$ cat config.mk
export PLATFORM = sky130hd
export DESIGN_NAME = vga_sync_640x480
export DESIGN_NICKNAME = d
export VERILOG_FILES = /design/src/rtl/vga_sync_640x480.sv
export SDC_FILE = /design/constraint.sdc
export NUM_CORES = 1
export LEC_CHECK = 0
export BUFFER_PORTS_ARGS = -buffer_cell sky130_fd_sc_hd__buf_4
export CAP_MARGIN = 20
export CORE_MARGIN = 2
export CORE_UTILIZATION = 30
export CTS_CLUSTER_SIZE = 25
export DETAILED_ROUTE_END_ITERATION = 8
export MAX_ROUTING_LAYER = met4
export PLACE_DENSITY = 0.46
export SLEW_MARGIN = 20
export SYNTH_ARGS = -nofsm -noshare
export SYNTH_HDL_FRONTEND = slang
export SYNTH_SLANG_ARGS = --single-unit
export TNS_END_PERCENT = 20
$ cat constraint.sdc
create_clock -name clk -period 2.5 [get_ports clk]
set_clock_uncertainty 0.15 [all_clocks]
set_input_delay 0.5 -clock clk [delete_from_list [all_inputs] [get_ports clk]]
set_output_delay 0.5 -clock clk [all_outputs]
set_load 0.05 [all_outputs]
$ cat src/rtl/vga_sync_640x480.sv
// vga_sync_640x480
//   Timing generator for a 640x480@60 Hz VGA display. Derives the pixel rate
//   from the system clock with a clock enable (pixel_tick), so no derived
//   clocks are created. It sweeps the column/line counters across the whole
//   800x525 raster and decodes the sync and visible-area flags from them.
//
//   Optional feature (compile-time macro VGA_SYNC_DELAY_EN):
//     When defined, hsync/vsync/areaAtiva pass through one extra register
//     stage that advances on pixel_tick. They then line up with a registered
//     rgb stage downstream. linha/coluna/frame_start are not delayed.
//
// Ports
//   clk          in   system clock (50 MHz nominal)
//   reset        in   synchronous, active-high
//   pixel_tick   out  one-clk pulse per pixel
//   hsync        out  horizontal sync, active-low
//   vsync        out  vertical sync, active-low
//   areaAtiva    out  1 while the current position is in the visible area
//   linha        out  current line, 0..V_TOTAL-1
//   coluna       out  current column, 0..H_TOTAL-1
//   frame_start  out  one-clk pulse when position (0,0) is entered
module vga_sync_640x480 #(
  parameter int CLK_DIV = 2,
  parameter int H_VIS   = 640,
  parameter int H_FP    = 16,
  parameter int H_SYNC  = 96,
  parameter int H_BP    = 48,
  parameter int V_VIS   = 480,
  parameter int V_FP    = 10,
  parameter int V_SYNC  = 2,
  parameter int V_BP    = 33
) (
  input  logic       clk,
  input  logic       reset,
  output logic       pixel_tick,
  output logic       hsync,
  output logic       vsync,
  output logic       areaAtiva,
  output logic [9:0] linha,
  output logic [9:0] coluna,
  output logic       frame_start
);

  localparam int H_TOTAL = H_VIS + H_FP + H_SYNC + H_BP;
  localparam int V_TOTAL = V_VIS + V_FP + V_SYNC + V_BP;

  localparam logic [3:0] DIV_LAST = 4'(CLK_DIV - 1);
  localparam logic [9:0] H_LAST   = 10'(H_TOTAL - 1);
  localparam logic [9:0] V_LAST   = 10'(V_TOTAL - 1);
  localparam logic [9:0] H_VLAST  = 10'(H_VIS - 1);
  localparam logic [9:0] V_VLAST  = 10'(V_VIS - 1);
  localparam logic [9:0] HS_FIRST = 10'(H_VIS + H_FP);
  localparam logic [9:0] HS_LAST  = 10'(H_VIS + H_FP + H_SYNC - 1);
  localparam logic [9:0] VS_FIRST = 10'(V_VIS + V_FP);
  localparam logic [9:0] VS_LAST  = 10'(V_VIS + V_FP + V_SYNC - 1);

  logic [3:0] div_cnt_q, div_cnt_d;
  logic       tick_q, tick_d;
  logic [9:0] coluna_q, coluna_d;
  logic [9:0] linha_q, linha_d;
  logic       hsync_q, hsync_d;
  logic       vsync_q, vsync_d;
  logic       active_q, active_d;
  logic       frame_q, frame_d;

  always_comb begin
    div_cnt_d = (div_cnt_q == DIV_LAST) ? 4'd0 : div_cnt_q + 4'd1;
    // The tick is registered from the current divider value, so it first
    // rises two clocks after reset release and never shows during reset.
    tick_d    = (div_cnt_q == DIV_LAST);

    coluna_d  = coluna_q;
    linha_d   = linha_q;
    frame_d   = 1'b0;
    if (tick_q) begin
      if (coluna_q == H_LAST) begin
        coluna_d = 10'd0;
        if (linha_q == V_LAST) begin
          linha_d = 10'd0;
          frame_d = 1'b1;
        end else begin
          linha_d = linha_q + 10'd1;
        end
      end else begin
        coluna_d = coluna_q + 10'd1;
      end
    end

    // Decode from the next counter values so the flags are registered
    // in the same clock as the counters they describe.
    hsync_d  = !((coluna_d >= HS_FIRST) && (coluna_d <= HS_LAST));
    vsync_d  = !((linha_d >= VS_FIRST) && (linha_d <= VS_LAST));
    active_d = (coluna_d <= H_VLAST) && (linha_d <= V_VLAST);
  end

  always_ff @(posedge clk) begin
    if (reset) begin
      div_cnt_q <= 4'd0;
      tick_q    <= 1'b0;
      coluna_q  <= 10'd0;
      linha_q   <= 10'd0;
      hsync_q   <= 1'b1;
      vsync_q   <= 1'b1;
      active_q  <= 1'b1;
      frame_q   <= 1'b0;
    end else begin
      div_cnt_q <= div_cnt_d;
      tick_q    <= tick_d;
      coluna_q  <= coluna_d;
      linha_q   <= linha_d;
      hsync_q   <= hsync_d;
      vsync_q   <= vsync_d;
      active_q  <= active_d;
      frame_q   <= frame_d;
    end
  end

`ifdef VGA_SYNC_DELAY_EN
  logic hsync_dly_q, hsync_dly_d;
  logic vsync_dly_q, vsync_dly_d;
  logic active_dly_q, active_dly_d;

  // The second stage captures the first stage's value for the pixel that
  // is being left, which delays the flags by exactly one pixel.
  always_comb begin
    hsync_dly_d  = tick_q ? hsync_q  : hsync_dly_q;
    vsync_dly_d  = tick_q ? vsync_q  : vsync_dly_q;
    active_dly_d = tick_q ? active_q : active_dly_q;
  end

  always_ff @(posedge clk) begin
    if (reset) begin
      hsync_dly_q  <= 1'b1;
      vsync_dly_q  <= 1'b1;
      active_dly_q <= 1'b1;
    end else begin
      hsync_dly_q  <= hsync_dly_d;
      vsync_dly_q  <= vsync_dly_d;
      active_dly_q <= active_dly_d;
    end
  end

  assign hsync     = hsync_dly_q;
  assign vsync     = vsync_dly_q;
  assign areaAtiva = active_dly_q;
`else
  assign hsync     = hsync_q;
  assign vsync     = vsync_q;
  assign areaAtiva = active_q;
`endif

  assign pixel_tick  = tick_q;
  assign linha       = linha_q;
  assign coluna      = coluna_q;
  assign frame_start = frame_q;

endmodule
==> results of run 1 <==
[routing by layer]
layer	global-route usage [%]	vias up	wire, um
met5	-	-	0
met4	7.41	0	70
met3	4.56	7	168
met2	23.1	21	1630
met1	16.6	595	1650
li1	-	661	-
[final cells by class]
class,instances,area (sq um),share of cell area (%)
inverter,4,15.0,0.837
clock inverter,1,5.00,0.279
tap,54,67.6,3.77
clock buffer,7,96.3,5.37
multi-input combinational,128,807,45.0
sequential,29,584,32.6
timing repair buffer,29,218,12.1
[registers in the layout, indices dropped and copies added (netlist names)]
name,count
coluna,10
linha,10
div_cnt_q,4
areaAtiva,1
frame_start,1
hsync,1
pixel_tick,1
vsync,1
[worst max-delay path by stage]
stage                                 to  cells past startpoint  slack (ns)
floorplan               vsync$_SDFF_PP1_                      7        0.07
global placement    areaAtiva$_SDFF_PP1_                      6        0.31
detailed placement  areaAtiva$_SDFF_PP1_                      7        0.25
CTS                 areaAtiva$_SDFF_PP1_                      6        0.22
global route            vsync$_SDFF_PP1_                      6         0.1
finish              areaAtiva$_SDFF_PP1_                      6        0.23
[where the power goes]
group	switching (mW)	internal [mW]	leakage [nW]
combinational	0.0342	0.0188	0.439
sequential	0.0135	0.474	0.236
clock	0.187	0.248	0.0542
[cells in the final DEF, fill, tap and decap left out, drive strengths merged, types with 2 or more instances in the layout]
cell    count
xnor2       5
inv         4
nand3       5
o21ai       7
and3        7
nand2b      5
nor2b       3
nand4       8
nor4b       2
o211ai      2
a21oi      10
a31oi       2
nor2       21
xor2        4
a21o        2
nor3        8
and4        2
or3         3
dfxtp      29
a22oi       2
clkbuf      7
buf        29
nand2      12
ha          5
mux2        2
and2        3
[synth_stat cells (4+ instances only)]
cell / count / area, sq um
o21ai_0: 7 / 35.0
inv_1: 4 / 15.0
nand3_1: 5 / 25.0
nand2_1: 12 / 45.0
xnor2_1: 5 / 43.8
nand4_1: 7 / 43.8
nand2b_1: 5 / 31.3
dfxtp_1: 29 / 581
nor2_1: 21 / 78.8
clkbuf_1: 5 / 18.8
ha_1: 5 / 62.6
xor2_1: 4 / 35.0
a21oi_1: 10 / 50.1
and3_1: 7 / 43.8
nor3_1: 8 / 40.0
[worst max-delay path, delay by kind of cell (launching register included)]
kind	cells	cell delay (ns)
AOI/OAI and AO/OA	1	0.21
xor gates and xnor gates	1	0.18
DFF	1	0.42
and+or+nand+nor	4	1.21
[kinds of logic after synthesis]
logic type	count (synthesis)
simple gates	82
xor+xnor	9
fa+ha+maj	5
buf+inv	10
compound gates	30
flops	29
mux	2
[per-stage QoR]
| step | cell area, sq um | total power [mW] |
|---|---|---|
| after floorplan | 1440 | 0.535 |
| after global placement | 1690 | 0.547 |
| after detailed placement | 1690 | 0.551 |
| after CTS | 1790 | 0.987 |
| after global routing | 1790 | 1.01 |
| final | 1790 | 0.976 |
==> metrics, run 1 <==
run status=completed; library cells used by synthesis=36; initial cell density of the core=30.7%; Worst Hold Class=register to register; crit path setup slack, layout=0.233 ns; DR pass1 iterations=4; number of clock sinks=29; #FFs+latches synth=29; IO Count=27; buffers added on ports=26; area of the mapped netlist=1430 sq um; number of pins exceeding their max-slew limit in the final report=0; final non-filler cell total=252; Total Die Area=5340 sq um; total of cells resized after clock tree synthesis=0; clock root buffer master=clkbuf_8; CP max FO=9; routed wirelength normalized by instance count=14.0 um; Post-Route Hold Slack=0.345 ns; RSZ-0062 raised after global routing=no; depth of the CTS H-tree=2; standby leakage power=0.729 nW; total number of nets in the final design=204; maximum capacitance violations=0; async set-or-reset flop fraction in the synthesized netlist=0%; global route total overflow=0; post-detailed-route via-to-cell ratio=5.10; setup violators final=0; slowest CP cell=nor4b_4; required time of the worst setup path=2.55 ns; final hold violation count=0; parity-gate share of the synthesized area counting xor and xnor cells=5.50%; FF-to-FF End=areaAtiva$_SDFF_PP1_; warnings from Yosys=0; maximum clock frequency=441 MHz; dominant combinational cell family by area after synthesis=simple AND/OR/NAND/NOR gates; area of the placeable core=4660 sq um; type of destination of the critical path=register; commonest register cell after synthesis=dfxtp_1; number of antenna violations at the first check in global routing=0; standard-cell rows=25; Die Ht=73.1 um; initial DRC count=64; capture endpoint of the worst hold path=pixel_tick$_SDFF_PP0_; Area growth syn-to-layout=25.2%; critical path class=register to register; detailed-route via count=1,284; first-pass GRT wire length=5750 um; number of buffers inserted by post-CTS setup repair=0; placed cell count=244; setup slack at placement=0.247 ns; clock buffer depth=2; final worst-path cycle share=90.7%; cell-by-cell listing of the critical path=nor4b_4 -> nand4_2 -> or3_1 -> xor2_1 -> and4bb_1 -> a211oi_1; minimum clock period after layout=2.27 ns; vias in the first global route=1,236; setup TNS=0 ns; HP Start=div_cnt_q[2]$_SDFF_PP0_; floorplan die width=73.1 um; number of fill cells=494; maximum VDD drop=0.298 mV; GRT Util Overall=14.6%; detailed placement HPWL=2520 um; worst slew margin relative to its limit=73.3%; share of cells above drive strength 1=22.7%; total CTS buffers=5; launching instance or port of the critical path=coluna[5]$_SDFF_PP0_; synthesized-area fraction occupied by ao, oa, aoi and oai cells=12.8%; DRC errors left=0; simple logic cell fraction of the synthesized area=32.1%; TritonCTS clock tree=built; depth of the worst register-to-register path=6; number of instances in the synthesized netlist=167; sequential fraction of the synthesis area=40.5%; number of inserted diodes=0; Post-Syn Nets=174; insertion delay of the later-clocked pin in the worst-skew pair=0.29 ns; Routed Wire Length=3520 um; r2r setup slk=0.23 ns; CTS Hold Bufs=0; Reg-to-Reg Start=coluna[5]$_SDFF_PP0_; endpoint arrival time on the critical path=2.32 ns; largest net degree at the start of global routing=27; number of cells on the worst hold path=1; Final ANT Viol Nets=0; power density over cell area=544 nW/um^2; number of enable-type register cells in the synthesized netlist=0; transition at the pin with the smallest max-transition slack=0.398 ns; clock slew at the register clock pins of the worst setup and hold paths=0.06 ns; placer congestion estimate=0.825; syn_area_per_cell=8.58 sq um; Layout Utilization=38.5%; portion of netlist area occupied by mux cells=1.57%; peak per-stage delay on the critical path=0.43 ns; startpoint kind of the worst setup timing path=register; adder and majority gate portion of the synthesized area=4.37%
No activity file was read; power rests on OpenSTA's default activity.
==> run 2: changes to the inputs <==
--- a/config.mk
+++ b/config.mk
@@ -8,11 +8,11 @@
 export BUFFER_PORTS_ARGS = -buffer_cell sky130_fd_sc_hd__buf_4
 export CAP_MARGIN = 20
 export CORE_MARGIN = 2
-export CORE_UTILIZATION = 30
+export CORE_UTILIZATION = 45
 export CTS_CLUSTER_SIZE = 25
 export DETAILED_ROUTE_END_ITERATION = 8
 export MAX_ROUTING_LAYER = met4
-export PLACE_DENSITY = 0.46
+export PLACE_DENSITY = 0.65
 export SLEW_MARGIN = 20
 export SYNTH_ARGS = -nofsm -noshare
 export SYNTH_HDL_FRONTEND = slang
==> run 2 against run 1 <==
Net effect: wire length is 13% lower; non-clock buffer count stayed put; count of clock-buffer cells in the layout is 1 lower; critical path depth is 1 higher; core utilization is 18 points higher; total power is 17% lower.
==> metrics, run 2 (synthesis gave the netlist of run 1 again) <==
DR pass1 iterations=4 (unchanged); setup violators final=0 (unchanged); cell seen most often among critical-path stages=nand4_1; total CTS buffers=5 (unchanged); area of the placeable core=3050 sq um (-34%); total number of nets in the final design=204 (unchanged); Worst Hold Class=register to register; clock buffer depth=2 (unchanged); Routed Wire Length=3050 um (-13%); Post-Route Hold Slack=0.333 ns (-0.0122 ns); worst slew margin relative to its limit=70.7% (-2.6 points); Area growth syn-to-layout=20.8%; type of destination of the critical path=register; minimum clock period after layout=2.24 ns (-0.0308 ns); power density over cell area=468 nW/um^2 (-14%); r2r setup slk=0.26 ns (+0.03 ns); number of antenna violations at the first check in global routing=0 (unchanged); FF-to-FF End=vsync$_SDFF_PP1_; number of pins exceeding their max-slew limit in the final report=0 (unchanged); DRC errors left=0 (unchanged); CTS Hold Bufs=0 (unchanged); setup slack at placement=0.305 ns (+0.0573 ns); RSZ-0062 raised after global routing=no; global route total overflow=0 (unchanged); maximum capacitance violations=0 (unchanged); final instance area=1730 sq um (-3.5%); Die Ht=60.4 um (-17%); detailed-route via count=1,295 (+0.86%); Internal Power=0.599 mW (-19%); transition at the pin with the smallest max-transition slack=0.438 ns (+0.0400 ns); maximum clock frequency=447 MHz (+1.4%); number of cells on the worst hold path=1 (unchanged); standby leakage power=0.707 nW (-3.1%); placer congestion estimate=0.852 (+3.3%); launching instance or port of the critical path=coluna[0]$_SDFF_PP0_; standard-cell rows=20 (-20%); initial cell density of the core=46.9% (+16 points); setup TNS=0 ns (unchanged); clock root buffer master=clkbuf_4; NetSw=0.212 mW (-9.9%); number of buffers inserted by post-CTS setup repair=0 (unchanged); CP max FO=6 (-3); cell family with the largest share of critical-path delay=simple AND/OR/NAND/NOR gates; critical path buffer and inverter count=0 (unchanged); sequential power share=60.0% (+10 points); cell-by-cell listing of the critical path=ha_1 -> and3_1 -> nand4_1 -> or3_1 -> a21oi_1 -> and4bb_1 -> nand4_1; final worst-path cycle share=89.4% (-1.2 points); most frequent standard cell in the layout excluding fill and tap cells=buf_4; run status=completed; Total Power Consumption=0.811 mW (-17%); clock share of power=33.5% (-11 points); number of fill cells=317 (-36%); required time of the worst setup path=2.56 ns (about the same); depth of the CTS H-tree=2 (unchanged); routed wirelength normalized by instance count=12.6 um (-9.8%); vias in the first global route=1,207 (-2.3%); critical path class=register to register; largest net degree at the start of global routing=27 (unchanged); IO Count=27 (unchanged); instance area at placement=1680 sq um (-0.74%); number of clock sinks=29 (unchanged); first-pass GRT wire length=5200 um (-9.6%); startpoint kind of the worst setup timing path=register; switching share of total power=26.1% (+2.0 points); Total Die Area=3650 sq um (-32%); number of inserted diodes=0 (unchanged); slowest CP cell=dfxtp_2; GRT Util Overall=19.9% (+5.2 points); Crit. path cell count=7 (+1); clock slew at the register clock pins of the worst setup and hold paths=0.09 ns (+0.03 ns); detailed placement HPWL=2270 um (-9.9%); depth of the worst register-to-register path=7 (+1); endpoint arrival time on the critical path=2.29 ns (-0.03 ns); TritonCTS clock tree=built; peak per-stage delay on the critical path=0.38 ns (-0.05 ns); total of cells resized after clock tree synthesis=0 (unchanged); share of cells above drive strength 1=22.2% (-0.51 points); initial DRC count=33 (-48%); crit path setup slack, layout=0.264 ns (+0.0308 ns); insertion delay of the later-clocked pin in the worst-skew pair=0.33 ns (+0.04 ns); combinational share of power=6.5% (+1.1 points); top library cells by usage in the layout, fill and taps aside=buf_4, dfxtp_1, nor2_1; buffers added on ports=26 (unchanged); Reg-to-Reg Start=coluna[0]$_SDFF_PP0_; floorplan die width=60.4 um (-17%); final hold violation count=0 (unchanged); post-detailed-route via-to-cell ratio=5.35 (+5.0%); endpoint of the worst setup timing path=vsync$_SDFF_PP1_; maximum VDD drop=0.347 mV (+16%); Final ANT Viol Nets=0 (unchanged)
## run 2: cell types whose count changed in the layout (fill, tap and decap cells not counted)
cell and change:
clkbuf_4 +5, clkbuf_1 +1, clkinv_2 +1, clkbuf_8 -7
## run 2: area by class of cell
| class | instances | area (sq um) | share of cell area [%] |
|---|---|---|---|
| Multi-Input combinational cell | 128 | 807 | 46.6 |
| Timing Repair Buffer | 29 | 218 | 12.6 |
| Clock buffer | 6 | 41.3 | 2.39 |
| Inverter | 4 | 15.0 | 0.868 |
| Sequential cell | 29 | 584 | 33.8 |
| Tap cell | 44 | 55.1 | 3.18 |
| Clock inverter | 2 | 10.0 | 0.578 |
## run 2: how the worst min path moves through the flow
stage | from | to
floorplan | div_cnt_q[2]$_SDFF_PP0_ | pixel_tick$_SDFF_PP0_
global placement | div_cnt_q[2]$_SDFF_PP0_ | pixel_tick$_SDFF_PP0_
detailed placement | div_cnt_q[2]$_SDFF_PP0_ | pixel_tick$_SDFF_PP0_
CTS | div_cnt_q[2]$_SDFF_PP0_ | pixel_tick$_SDFF_PP0_
global route | reset | coluna[8]$_SDFF_PP0_
finish | div_cnt_q[2]$_SDFF_PP0_ | pixel_tick$_SDFF_PP0_
## run 2: metal layers
layer,part of all wire (%),up-vias,GRT usage [%]
li1,-,662,-
met1,46,596,22.4
met2,47,30,31.7
met3,5.2,7,7.04
met4,1.6,0,9.01
met5,0,-,-
## run 2: power groups by stage
| stage | Combinational, mW | Sequential, mW | Clock [mW] |
|---|---|---|---|
| after detailed placement | 0.0541 | 0.497 | 0 |
| after CTS | 0.0541 | 0.486 | 0.279 |
| after global routing | 0.0592 | 0.488 | 0.303 |
| after global placement | 0.0506 | 0.495 | 0 |
| after floorplan | 0.0292 | 0.506 | 0 |
| final | 0.0527 | 0.486 | 0.272 |
## run 2: through the flow
stage          instances  util [%]
6_report             242      56.7
2_1_floorplan        167         -
3_5_place_dp         234      55.0
5_1_grt              242      56.7
4_1_cts              242      56.7
3_3_place_gp         234      55.0
==> run 3: changes to the inputs <==
==> constraint.sdc (replaced) <==
create_clock -name clk -period 2.2 [get_ports clk]
set_clock_uncertainty 0.15 [all_clocks]
set_input_delay 0.44 -clock clk [delete_from_list [all_inputs] [get_ports clk]]
set_output_delay 0.44 -clock clk [all_outputs]
set_load 0.05 [all_outputs]
==> run 3 against run 2 <==
Net effect: the run now ends with negative setup slack left; sequential power grew 13%; cell count grew 2.1%; global-route usage grew 0.37 points; clock power grew 35%; total power grew 21%; register-to-register slack lost 0.27 ns; die area is the same; cell area grew 5.3%; count of clock-buffer cells in the layout grew 1; non-clock buffer count grew 5; maximum frequency grew 1.3%; via count grew 3.2%; critical path type unchanged; critical endpoint unchanged; largest cell class unchanged.
==> metrics, run 3 (synthesis gave the netlist of run 1 again) <==
maximum clock frequency=453 MHz (+1.3%); total CTS buffers=5 (unchanged); cell seen most often among critical-path stages=nand4_1; share of cells above drive strength 1=31.0% (+8.8 points); insertion delay of the later-clocked pin in the worst-skew pair=0.34 ns (about the same); depth of the CTS H-tree=2 (unchanged); cell-by-cell listing of the critical path=nor4b_4 -> nand4_1 -> or3_1 -> a21oi_2 -> and4bb_1 -> nand4_1; number of pins exceeding their max-slew limit in the final report=0 (unchanged); setup violators final=1 (+1); final hold violation count=0 (unchanged); clock buffer depth=2 (unchanged); minimum clock period after layout=2.21 ns (-0.0281 ns); detailed placement HPWL=2350 um (+3.6%); Routed Wire Length=3180 um (+4.1%); transition at the pin with the smallest max-transition slack=0.401 ns (-0.0368 ns); Final ANT Viol Nets=0 (unchanged); critical path buffer and inverter count=0 (unchanged); crit path setup slack, layout=-0.00789 ns (-0.272 ns); critical path class=register to register; power density over cell area=537 nW/um^2 (+15%); total number of nets in the final design=209 (+2.5%); endpoint arrival time on the critical path=2.28 ns (about the same); global route total overflow=0 (unchanged); GRT Util Overall=20.2% (+0.37 points); TritonCTS clock tree=built; clock root buffer master=clkbuf_4; placed cell count=236 (+0.85%); number of fill cells=291 (-8.2%); standby leakage power=0.741 nW (+4.9%); setup slack at placement=0.0162 ns (-0.288 ns); buffers added on ports=26 (unchanged); Total Die Area=3650 sq um (unchanged); floorplan die width=60.4 um (unchanged); slowest CP cell=or3_1; required time of the worst setup path=2.27 ns (-0.29 ns); area of the placeable core=3050 sq um (unchanged); run status=complete, but fails checks; setup TNS=-0.00789 ns (-0.00789 ns); initial DRC count=32 (-3.0%); most frequent standard cell in the layout excluding fill and tap cells=buf_4; peak per-stage delay on the critical path=0.43 ns (+0.05 ns); CP max FO=7 (+1); startpoint kind of the worst setup timing path=register; number of inserted diodes=0 (unchanged); initial cell density of the core=46.9% (unchanged); Worst Hold Class=input port to register; standard-cell rows=20 (unchanged); largest net degree at the start of global routing=27 (unchanged); violations in the final reports=negative setup slack; IO Count=27 (unchanged); Die Ht=60.4 um (unchanged); CTS Hold Bufs=0 (unchanged); detailed-route via count=1,337 (+3.2%); number of clock sinks=29 (unchanged); vias in the first global route=1,243 (+3.0%); Post-Route Hold Slack=0.303 ns (-0.0292 ns); worst slew margin relative to its limit=72.9% (+2.2 points); number of antenna violations at the first check in global routing=0 (unchanged); cell family with the largest share of critical-path delay=simple AND/OR/NAND/NOR gates; Total Power Consumption=0.977 mW (+21%); top library cells by usage in the layout, fill and taps aside=buf_4, nor2_1, dfxtp_1; final non-filler cell total=247 (+2.1%); DRC errors left=0 (unchanged); final worst-path cycle share=100% (+11 points); instance area at placement=1720 sq um (+2.5%); Layout Utilization=59.7% (+3.0 points); post-detailed-route via-to-cell ratio=5.41 (+1.2%); Area growth syn-to-layout=27.2%; clock slew at the register clock pins of the worst setup and hold paths=0.09 ns (about the same); RSZ-0062 raised after global routing=yes; final instance area=1820 sq um (+5.3%); placer congestion estimate=0.888 (+4.2%); maximum capacitance violations=0 (unchanged); first-pass GRT wire length=5340 um (+2.7%); DR pass1 iterations=4 (unchanged); routed wirelength normalized by instance count=12.9 um (+2.0%); maximum VDD drop=0.461 mV (+33%); type of destination of the critical path=register
-- run 3: cell count changes in the layout (fill, tap and decap cells not counted), sizes merged --
cell / previous run / this run
buf: 29 / 34
clkbuf: 6 / 7
clkinv: 2 / 1
-- run 3: final cells by class --
cell class              count  area [sq um]  area share (%)
multi-input cells         128           821            45.1
flip-flops and latches     29           606            33.2
repair buffers             34           255            14.0
clock buffers               7          65.1            3.57
well taps                  44          55.1            3.02
inverters                   4          15.0           0.824
clock inverters             1          5.00           0.275
-- run 3: timing repair --
action	CTS	global route
resized for setup	1	2
buffers inserted	0	3
setup endpoints to repair	1	2
pin swaps	1	7
-- run 3: worst paths after layout --
kind	cells after the start	endpoint	startpoint	slack, ns
setup / recovery	6	vsync$_SDFF_PP1_	coluna[5]$_SDFF_PP0_	-0.008
hold / removal	2	frame_start$_SDFF_PP0_	reset	0.30
setup reg to reg	6	vsync$_SDFF_PP1_	coluna[5]$_SDFF_PP0_	-0.008
hold reg to reg	1	pixel_tick$_SDFF_PP0_	div_cnt_q[2]$_SDFF_PP0_	0.35
-- run 3: worst register-to-register path, delay by kind of cell, from the launching register on --
family / cells / cell delay [ns]
AOI/OAI and AO/OA: 1 / 0.14
DFF: 1 / 0.38
and+or+nand+nor: 5 / 1.43
-- run 3: layer usage --
| layer | track usage, % | vias to the layer above | part of all wire, % |
|---|---|---|---|
| met2 | 31.7 | 34 | 47 |
| met1 | 23.9 | 621 | 45 |
| li1 | - | 673 | - |
| met3 | 6.61 | 9 | 5.7 |
| met4 | 8.70 | 0 | 2.2 |
| met5 | - | - | 0 |
-- run 3: power breakdown --
part | internal [mW] | switching, mW
combinational | 0.0213 | 0.0384
sequential | 0.535 | 0.0147
clock | 0.185 | 0.183
total | 0.741 | 0.236
